<file path="config.mk">
export PLATFORM = sky130hd
export DESIGN_NAME = mem_access_stage_flat
export DESIGN_NICKNAME = d
export VERILOG_FILES = /design/src/rtl/mem_access_stage_if.sv /design/src/rtl/mem_access_stage.sv /design/src/flat_wrapper.sv
export SDC_FILE = /design/constraint.sdc
export NUM_CORES = 1
export LEC_CHECK = 0
export ABC_AREA = 1
export CAP_MARGIN = 20
export CELL_PAD_IN_SITES_DETAIL_PLACEMENT = 1
export CELL_PAD_IN_SITES_GLOBAL_PLACEMENT = 2
export CORE_ASPECT_RATIO = 1.4
export CORE_MARGIN = 3
export CORE_UTILIZATION = 24
export CTS_BUF_LIST = sky130_fd_sc_hd__clkbuf_2 sky130_fd_sc_hd__clkbuf_4 sky130_fd_sc_hd__clkbuf_8
export CTS_CLUSTER_SIZE = 20
export DETAILED_ROUTE_END_ITERATION = 10
export MAX_ROUTING_LAYER = met4
export PLACE_DENSITY_LB_ADDON = 0.3
export SLEW_MARGIN = 30
export SYNTH_ARGS = -nofsm -noshare
export SYNTH_HDL_FRONTEND = slang
export SYNTH_SLANG_ARGS = --single-unit
</file>
<file path="constraint.sdc">
create_clock -name clk -period 1.85 [get_ports clk]
set_input_delay 0.4625 -clock clk [delete_from_list [all_inputs] [get_ports clk]]
set_output_delay 0.4625 -clock clk [all_outputs]
set_load 0.01 [all_outputs]
</file>
<file path="src/rtl/mem_access_stage_if.sv">
// Data-memory req/ack port of the MEM stage: the stage is the master, memory the slave.
interface mem_access_stage_if #(
  parameter int unsigned ADDR_W = 32
);
  logic              dmem_req;
  logic              dmem_we;
  logic [ADDR_W-1:0] dmem_addr;
  logic [31:0]       dmem_wdata;
  logic [3:0]        dmem_wstrb;
  logic              dmem_ack;
  logic [31:0]       dmem_rdata;

  modport master (
    output dmem_req, dmem_we, dmem_addr, dmem_wdata, dmem_wstrb,
    input  dmem_ack, dmem_rdata
  );

  modport slave (
    input  dmem_req, dmem_we, dmem_addr, dmem_wdata, dmem_wstrb,
    output dmem_ack, dmem_rdata
  );
endinterface

</file>
<file path="src/rtl/mem_access_stage.sv">
// RV32I MEM stage: EX/MEM and MEM/WB registers, byte/half/word access over a req/ack port.
// Optional MISALIGN_TRAP_EN: misaligned accesses fault instead of being force-aligned.
module mem_access_stage #(
  parameter int unsigned ADDR_W   = 32,
  parameter int unsigned WAIT_MAX = 255
) (
  input  logic               clk,
  input  logic               rst_n,
  input  logic               e_valid,
  input  logic [31:0]        e_ALURes,
  input  logic [31:0]        e_B_bypass_data,
  input  logic               e_MemRd,
  input  logic               e_MemWr,
  input  logic [2:0]         e_funct3,
  input  logic [4:0]         e_rd,
  input  logic               e_RegWEn,
  output logic               stall,
  output logic               m_valid,
  output logic [31:0]        m_ALURes,
  output logic [4:0]         m_rd,
  output logic               m_RegWEn,
  mem_access_stage_if.master dmem,
  output logic               wb_valid,
  output logic [31:0]        wb_ALURes,
  output logic [31:0]        wb_load_data,
  output logic [4:0]         wb_rd,
  output logic               wb_RegWEn,
  output logic               wb_is_load,
  output logic               m_fault
);

  typedef enum logic [0:0] {StIdle, StWait} state_e;

  state_e      state_q, state_d;
  logic [31:0] wait_cnt_q, wait_cnt_d;
  logic [31:0] m_B_data;
  logic        m_MemRd, m_MemWr;
  logic [2:0]  m_funct3;

  logic        mem_op, is_byte, is_half, is_word, misaligned, timeout, complete;
  logic [1:0]  off;
  logic [3:0]  strb;
  logic [7:0]  rd_byte;
  logic [15:0] rd_half;
  logic [31:0] load_fmt;

  always_ff @(posedge clk or negedge rst_n) begin
    if (!rst_n) begin
      m_valid  <= 1'b0;
      m_ALURes <= '0;
      m_B_data <= '0;
      m_MemRd  <= 1'b0;
      m_MemWr  <= 1'b0;
      m_funct3 <= '0;
      m_rd     <= '0;
      m_RegWEn <= 1'b0;
    end else if (!stall) begin
      m_valid  <= e_valid;
      m_ALURes <= e_ALURes;
      m_B_data <= e_B_bypass_data;
      m_MemRd  <= e_MemRd;
      m_MemWr  <= e_MemWr;
      m_funct3 <= e_funct3;
      m_rd     <= e_rd;
      m_RegWEn <= e_RegWEn;
    end
  end

  assign mem_op  = m_valid & (m_MemRd | m_MemWr);
  assign is_byte = (m_funct3[1:0] == 2'b00);
  assign is_half = (m_funct3[1:0] == 2'b01);
  assign is_word = m_funct3[1];

`ifdef MISALIGN_TRAP_EN
  assign misaligned = (is_half & m_ALURes[0]) | (is_word & (m_ALURes[1:0] != 2'b00));
  assign off        = m_ALURes[1:0];
`else
  // No trap: silently snap the offset to the access's natural alignment.
  assign misaligned = 1'b0;
  assign off        = is_word ? 2'b00 : (is_half ? {m_ALURes[1], 1'b0} : m_ALURes[1:0]);
`endif

  assign timeout = (WAIT_MAX != 0) && (wait_cnt_q == WAIT_MAX);

  always_comb begin
    state_d       = state_q;
    wait_cnt_d    = wait_cnt_q;
    dmem.dmem_req = 1'b0;
    complete      = 1'b0;
    m_fault       = 1'b0;
    unique case (state_q)
      StIdle: begin
        if (mem_op) begin
          if (misaligned) begin
            complete = 1'b1;
            m_fault  = 1'b1;
          end else begin
            dmem.dmem_req = 1'b1;
            if (dmem.dmem_ack) begin
              complete = 1'b1;
            end else begin
              state_d    = StWait;
              wait_cnt_d = 32'd1;
            end
          end
        end
      end
      StWait: begin
        dmem.dmem_req = ~timeout;
        if (dmem.dmem_ack) begin
          complete   = 1'b1;
          state_d    = StIdle;
          wait_cnt_d = '0;
        end else if (timeout) begin
          complete   = 1'b1;
          m_fault    = 1'b1;
          state_d    = StIdle;
          wait_cnt_d = '0;
        end else begin
          wait_cnt_d = wait_cnt_q + 32'd1;
        end
      end
    endcase
  end

  assign stall = mem_op & ~complete;

  always_ff @(posedge clk or negedge rst_n) begin
    if (!rst_n) begin
      state_q    <= StIdle;
      wait_cnt_q <= '0;
    end else begin
      state_q    <= state_d;
      wait_cnt_q <= wait_cnt_d;
    end
  end

  always_comb begin
    strb = 4'b1111;
    if (is_byte) begin
      strb = 4'b0001 << off;
    end else if (is_half) begin
      strb = 4'b0011 << off;
    end
  end

  assign dmem.dmem_we    = m_MemWr;
  assign dmem.dmem_addr  = {m_ALURes[ADDR_W-1:2], 2'b00};
  assign dmem.dmem_wstrb = m_MemWr ? strb : 4'b0000;
  assign dmem.dmem_wdata = is_byte ? {4{m_B_data[7:0]}} :
                           (is_half ? {2{m_B_data[15:0]}} : m_B_data);

  assign rd_byte  = dmem.dmem_rdata[{off, 3'b000} +: 8];
  assign rd_half  = dmem.dmem_rdata[{off[1], 4'b0000} +: 16];
  assign load_fmt = is_byte ? {{24{~m_funct3[2] & rd_byte[7]}}, rd_byte} :
                    (is_half ? {{16{~m_funct3[2] & rd_half[15]}}, rd_half} : dmem.dmem_rdata);

  always_ff @(posedge clk or negedge rst_n) begin
    if (!rst_n) begin
      wb_valid     <= 1'b0;
      wb_ALURes    <= '0;
      wb_load_data <= '0;
      wb_rd        <= '0;
      wb_RegWEn    <= 1'b0;
      wb_is_load   <= 1'b0;
    end else if (!stall) begin
      wb_valid     <= m_valid;
      wb_ALURes    <= m_ALURes;
      wb_load_data <= m_MemRd ? load_fmt : 32'd0;
      wb_rd        <= m_rd;
      wb_RegWEn    <= m_RegWEn & ~m_fault;
      wb_is_load   <= m_MemRd;
    end else begin
      wb_valid <= 1'b0;
    end
  end

endmodule

</file>
<file path="src/flat_wrapper.sv">
// flat-port wrapper written by rule: the top's interface ports become plain ports
module mem_access_stage_flat 
#(
  parameter int unsigned ADDR_W   = 32,
  parameter int unsigned WAIT_MAX = 255
)
  (clk, rst_n, e_valid, e_ALURes, e_B_bypass_data, e_MemRd, e_MemWr, e_funct3, e_rd, e_RegWEn, stall, m_valid, m_ALURes, m_rd, m_RegWEn, wb_valid, wb_ALURes, wb_load_data, wb_rd, wb_RegWEn, wb_is_load, m_fault, dmem_dmem_req, dmem_dmem_we, dmem_dmem_addr, dmem_dmem_wdata, dmem_dmem_wstrb, dmem_dmem_ack, dmem_dmem_rdata);
  mem_access_stage_if #(.ADDR_W(ADDR_W)) dmem_i ();
  input  logic clk;
  input  logic rst_n;
  input  logic e_valid;
  input  logic [31:0] e_ALURes;
  input  logic [31:0] e_B_bypass_data;
  input  logic e_MemRd;
  input  logic e_MemWr;
  input  logic [2:0] e_funct3;
  input  logic [4:0] e_rd;
  input  logic e_RegWEn;
  output logic stall;
  output logic m_valid;
  output logic [31:0] m_ALURes;
  output logic [4:0] m_rd;
  output logic m_RegWEn;
  output logic wb_valid;
  output logic [31:0] wb_ALURes;
  output logic [31:0] wb_load_data;
  output logic [4:0] wb_rd;
  output logic wb_RegWEn;
  output logic wb_is_load;
  output logic m_fault;
  output wire logic [$bits(dmem_i.dmem_req)-1:0] dmem_dmem_req;
  output wire logic [$bits(dmem_i.dmem_we)-1:0] dmem_dmem_we;
  output wire logic [$bits(dmem_i.dmem_addr)-1:0] dmem_dmem_addr;
  output wire logic [$bits(dmem_i.dmem_wdata)-1:0] dmem_dmem_wdata;
  output wire logic [$bits(dmem_i.dmem_wstrb)-1:0] dmem_dmem_wstrb;
  input wire logic [$bits(dmem_i.dmem_ack)-1:0] dmem_dmem_ack;
  input wire logic [$bits(dmem_i.dmem_rdata)-1:0] dmem_dmem_rdata;
  assign dmem_dmem_req = dmem_i.dmem_req;
  assign dmem_dmem_we = dmem_i.dmem_we;
  assign dmem_dmem_addr = dmem_i.dmem_addr;
  assign dmem_dmem_wdata = dmem_i.dmem_wdata;
  assign dmem_dmem_wstrb = dmem_i.dmem_wstrb;
  assign dmem_i.dmem_ack = dmem_dmem_ack;
  assign dmem_i.dmem_rdata = dmem_dmem_rdata;
  mem_access_stage #(.ADDR_W(ADDR_W), .WAIT_MAX(WAIT_MAX)) u_core (.clk(clk), .rst_n(rst_n), .e_valid(e_valid), .e_ALURes(e_ALURes), .e_B_bypass_data(e_B_bypass_data), .e_MemRd(e_MemRd), .e_MemWr(e_MemWr), .e_funct3(e_funct3), .e_rd(e_rd), .e_RegWEn(e_RegWEn), .stall(stall), .m_valid(m_valid), .m_ALURes(m_ALURes), .m_rd(m_rd), .m_RegWEn(m_RegWEn), .dmem(dmem_i), .wb_valid(wb_valid), .wb_ALURes(wb_ALURes), .wb_load_data(wb_load_data), .wb_rd(wb_rd), .wb_RegWEn(wb_RegWEn), .wb_is_load(wb_is_load), .m_fault(m_fault));
endmodule
</file>
# After elaboration in Yosys (flattened, before gate mapping)
# Cells that the tools add are included.
# totals
word_cells,68
register_bits,181
input_bits,111
out_inout_bits,183
# op_classes
bitwise,11
shifts,4
n_addsub,1
eq_ne,4
n_reduce_logical,2
mux,30
# op_table
operator,count
32-bit 2-to-1 mux,9
32-bit case mux with 2 select lines,1
"32-bit by 1-bit adder with 32-bit output, second input constant",1
"32-bit by 8-bit == test with 1-bit output, second input constant",1
32-bit by 6-bit indexed part select with 16-bit output,1
32-bit by 6-bit indexed part select with 8-bit output,1
1-bit 2-to-1 mux,12
4-bit 2-to-1 mux,3
1-bit case mux with 2 select lines,4
1-bit AND,5
1-bit inverter,5
"1-bit by 2-bit left shift with 4-bit output, first input constant",1
"2-bit by 2-bit left shift with 4-bit output, first input constant",1
"2-bit by 1-bit == test with 1-bit output, second input constant",1
2-bit zero test,1
2-bit 2-to-1 mux,1
"2-bit by 1-bit inequality test with 1-bit output, second input constant",1
"2-bit inequality test, second input constant",1
2-bit AND reduction,1
1-bit bitwise OR,1

# Longest topological paths before layout
# depth
ltp_word,8
ltp_mapped,11
ltp_nobuf,10

# Worst setup path after synthesis
# Ideal clock, no wire load.
# synth_timing
path_kind,flip-flop to output port
from,register u_core.wait_cnt_q[0]
to,output dmem_dmem_req
slack_ns,-0.151
required_time_ns,1.387
path_stages_with_launch,9
arrival_ns,1.538
n_path_buf,1
path_cell_list,dfrtp_1 > ha_1 > inv_2 > nor2_4 > nand2_4 > nor2_2 > nand3_2 > buf_2 > a21boi_0
# synth_via
elab_chain_cells,3
# synth_rtl
element,line,rtl
from (decl),mem_access_stage.sv:35,"logic [31:0] wait_cnt_q, wait_cnt_d;"
from (signal assigned),mem_access_stage.sv:134,wait_cnt_q <= wait_cnt_d;
32-bit by 8-bit == test with 1-bit output,mem_access_stage.sv:83,assign timeout = (WAIT_MAX != 0) && (wait_cnt_q == WAIT_MAX);
1-bit inverter,mem_access_stage.sv:109,dmem.dmem_req = ~timeout;
1-bit case mux with 2 select lines,mem_access_stage.sv:91,unique case (state_q)
to (decl),flat_wrapper.sv:31,output wire logic [$bits(dmem_i.dmem_req)-1:0] dmem_dmem_req;
# No other way between the ends.

# Final worst setup path
# layout_timing
from,register u_core.wait_cnt_q[19]
to,output dmem_dmem_req
# The elaborated chain is that of the path after synthesis.

==> summary.log <==
[route] DR vias 10700
[die] FP Rows 86
[die] die outline area 0.0430 mm^2
[die] initial core utilization 24.5%
[pwr] power dissipated by switching net loads 4.06 mW
[synthesis] synthesis-stage register bit count 181
[die] Die W 176 um
[synthesis] number of synthesized flops with an enable pin 0
[grt] maximum number of pins on one net before global-route repair 76
[synthesis] combinational family with the most area after synthesis simple AND/OR/NAND/NOR gates
[pwr] power density of the placed cells 769 mW/mm^2
[layout] final standard cell area without fillers 0.0160 mm^2
[status] violations in the final reports setup timing
[timing] count of endpoints failing hold in the final timing report 0
[timing] largest clock skew in the final design 17.1 ps
[hold_path] path class of the lowest-slack min-delay path in2async
[placement] Area after DPL 0.0138 mm^2
[clock_network] Clock Tree Root sky130_fd_sc_hd__clkbuf_8
[critical_path] Arrival @ worst endpoint 1860 ps
[placement] number of I/O port buffers 291
[critical_path] critical path required time 1390 ps
[critical_path] library cell contributing the largest single delay on the critical path sky130_fd_sc_hd__dfrtp_1
[timing] achievable frequency 430 MHz
[pwr] part of the power in the clock network 26.3%
[synthesis] basic-gate share of the synthesized area counting and, or, nand and nor cells 39.4%
[clock_network] clock latency of the later-clocked register in the worst-skew pair 500 ps
[die] floorplan die height 244 um
[placement] number of instances in the placed design 2184
[layout] most frequent standard cell in the layout excluding fill and tap cells sky130_fd_sc_hd__nand2_1
[pwr] static leakage power 7.85 nW
[placement] detailed-placement wirelength estimate 30.5 mm
[critical_path] critical path capture point type output port
[synthesis] post-synthesis area per instance 7.22 um^2
[synthesis] post-synthesis xor/xnor area fraction 0.0900%
[synthesis] cell area after synthesis 0.00973 mm^2
[grt] number of antenna violations at the first check in global routing 5
[die] Core Box Area 0.0397 mm^2
[synthesis] area share of the largest cell type after synthesis 46.6%
[die] number of top-level pins 294
[timing] final worst slack -474 ps
[critical_path] largest fanout of any net on the critical path 4
[grt] total congestion overflow after global routing 0
[clock_network] clock buffers created by TritonCTS 17
[synthesis] fraction of registers with async set or reset after synthesis 100%
[route] routed wirelength normalized by instance count 20.6 um
[grt] gr usage total 22.0%
[timing] part of the cycle the worst path needs 126%
[status] status finished with violations
[clock_network] number of buffers on the longest clock path 2
[layout] growth of design area from synthesis to finish 64.2%
[job] maximum capacitance violations 0
[grt] wire length of the first global-routing pass 69.8 mm
[synthesis] leading post-synthesis cells by cell area sky130_fd_sc_hd__dfrtp_1, sky130_fd_sc_hd__nand2_1, sky130_fd_sc_hd__nand3_1
[route] total iterations of the first detailed-routing run 5
[synthesis] Seq/Total Area, Yosys 46.6%
[critical_path] worst setup path category reg2out
[critical_path] cell occurring most often along the worst timing path sky130_fd_sc_hd__nor2_1
[timing] final critical-path required period 2320 ps
[grt] number of global-route vias before repair 11300
[layout] non-filler instance count after layout 2291
[pwr] Power Internal 8.23 mW
[timing] Final setup violation count 310
[pwr] share of power burned in registers 39.2%
[pwr] part of the total power dissipated in combinational logic 34.4%
[pwr] sum of internal, switching and leakage power 12.3 mW
[synthesis] arithmetic-cell share of the synthesized area counting full adders, half adders and majority gates 0.129%
[clock_network] Clock Pin Slew Worst Setup and Hold Paths 100 ps
[layout] number of nets in the final layout 1859
[synthesis] mux cell area share after synthesis 0%
[clock_network] htree depth 4
[synthesis] number of synthesis warnings 0
[pwr] worst vdd rail ir drop 0.318 mV
[clock_network] clock tree from TritonCTS built
[critical_path] CP cell instances nor2_1, nand2_1, nor2_1, nand2_2, inv_2, nand3_4, a21boi_2, buf_2
[route] Routed Wire Length 47.2 mm
[timing] hold slack final 449 ps
[layout] fillers 4674
[route] Detailed Route Iter0 Violations 512
[synthesis] count of unique library cells instantiated by Yosys 29
[synthesis] biggest area consumer among synthesized cells sky130_fd_sc_hd__dfrtp_1
[layout] share of final-layout standard cells stronger than drive strength 1 21.1%
[route] via-per-instance ratio 4.67
[timing] Slew Limit Fails 0
[synthesis] instance count of the mapped netlist 1347
[clock_network] sink count of the clock tree 181
[synthesis] top_reg_cell synth sky130_fd_sc_hd__dfrtp_1
[synthesis] area fraction in compound gates after synthesis 3.49%
[timing] RSZ-0062 raised after global routing true
[route] Final ANT Viol Nets 0
[pwr] share of total power consumed by net switching 33.0%
[route] DRC errors left 0
[layout] leading cell types in the layout, fill and taps excluded sky130_fd_sc_hd__nand2_1, sky130_fd_sc_hd__clkdlybuf4s50_1, sky130_fd_sc_hd__nand3_1, sky130_fd_sc_hd__dfrtp_1, sky130_fd_sc_hd__buf_4
[critical_path] sort of element at the start of the critical path flip-flop
[placement] Routability Congestion 0.848
[layout] fraction of the core area covered by cells at the end of the flow 40.2%
[critical_path] delay contributed by the slowest stage of the critical path 390 ps
[per-layer routing]
layer	track usage (%)	vias up	part of all wire (%)
met5	-	-	0
met4	6.97	0	2.8
met1	23.9	5337	39
li1	-	5075	-
met3	3.46	58	3.9
met2	40.6	224	55
[final cells by class]
cell class | count | area (um^2) | share of cell area, %
inverter | 73 | 279 | 1.75
tap | 528 | 661 | 4.14
clock buffer | 19 | 262 | 1.64
sequential | 181 | 4540 | 28.4
antenna | 5 | 12.5 | 0.0783
timing repair buffer | 495 | 5450 | 34.1
multi-input combinational | 979 | 4570 | 28.6
clock inverter | 11 | 199 | 1.25
[critical path, delay by kind of cell (launching register included)]
kind / cells / cell delay [ps]
flops: 1 / 390
buf+inv: 2 / 220
compound gates: 1 / 170
simple gates: 5 / 580
[what timing repair did]
action,CTS,global route
pin swaps,25,20
endpoints found under the hold margin,28,0
cloned,25,3
buffers inserted,39,11
gates resized for setup,301,30
setup endpoints to repair,327,325
hold buffers,1,0
[path summary, 6_finish.rpt]
kind,depth (start not counted),end,start,slack (ps)
max,8,dmem_dmem_req,u_core.wait_cnt_q[19],-470
min,2,u_core.wb_load_data[4],rst_n,450
max reg2reg,14,u_core.wb_load_data[23],u_core.wait_cnt_q[19],-350
min reg2reg,2,u_core.wb_rd[3],u_core.wb_rd[3],510
max in group asynchronous,3,u_core.m_B_data[21],rst_n,730
min in group clk,3,u_core.m_ALURes[13],e_ALURes[13],490
[logic make-up after synthesis]
| logic type | count (synthesis) |
|---|---|
| simple gates | 911 |
| buf+inv | 188 |
| flops | 181 |
| compound gates | 64 |
| xor+xnor | 1 |
| fa+ha+maj | 1 |
| other cells | 1 |
[per-stage QoR]
step | setup slack [ps] | setup TNS (ps)
6_report | -474 | -55230
5_1_grt | -595 | -82450
4_1_cts | -556 | -93730
2_1_floorplan | 0.0109 | 0
3_3_place_gp | -486 | -38370
3_5_place_dp | -493 | -44010
[synth_stat cells, drive strengths merged, types with 2 or more instances]
library cell and instances:
clkbuf 22, nor3 27, nand4 27, nand2 551, o21bai 2, or2 9
o21ai 36, dfrtp 181, a21oi 20, o211ai 3, nor2 98, nand3 199
inv 73, a21boi 2, buf 93
[state kept, by name, indices dropped and copies added, names as in the netlist, 3 cells and up]
name and count:
u_core.wb_load_data 32, u_core.m_rd 5, u_core.m_ALURes 32, u_core.m_funct3 3
u_core.wb_rd 5, u_core.m_B_data 32, u_core.wait_cnt_q 32, u_core.wb_ALURes 32
[power by group through the flow]
stage	Clock, mW	Combinational (mW)	Sequential [mW]
2_1_floorplan	0	1.43	4.99
3_3_place_gp	0	3.84	4.87
3_5_place_dp	0	3.88	4.89
4_1_cts	3.36	4.25	4.82
5_1_grt	3.50	4.56	4.89
6_report	3.24	4.23	4.82
Power figures use the tool's default switching activity.
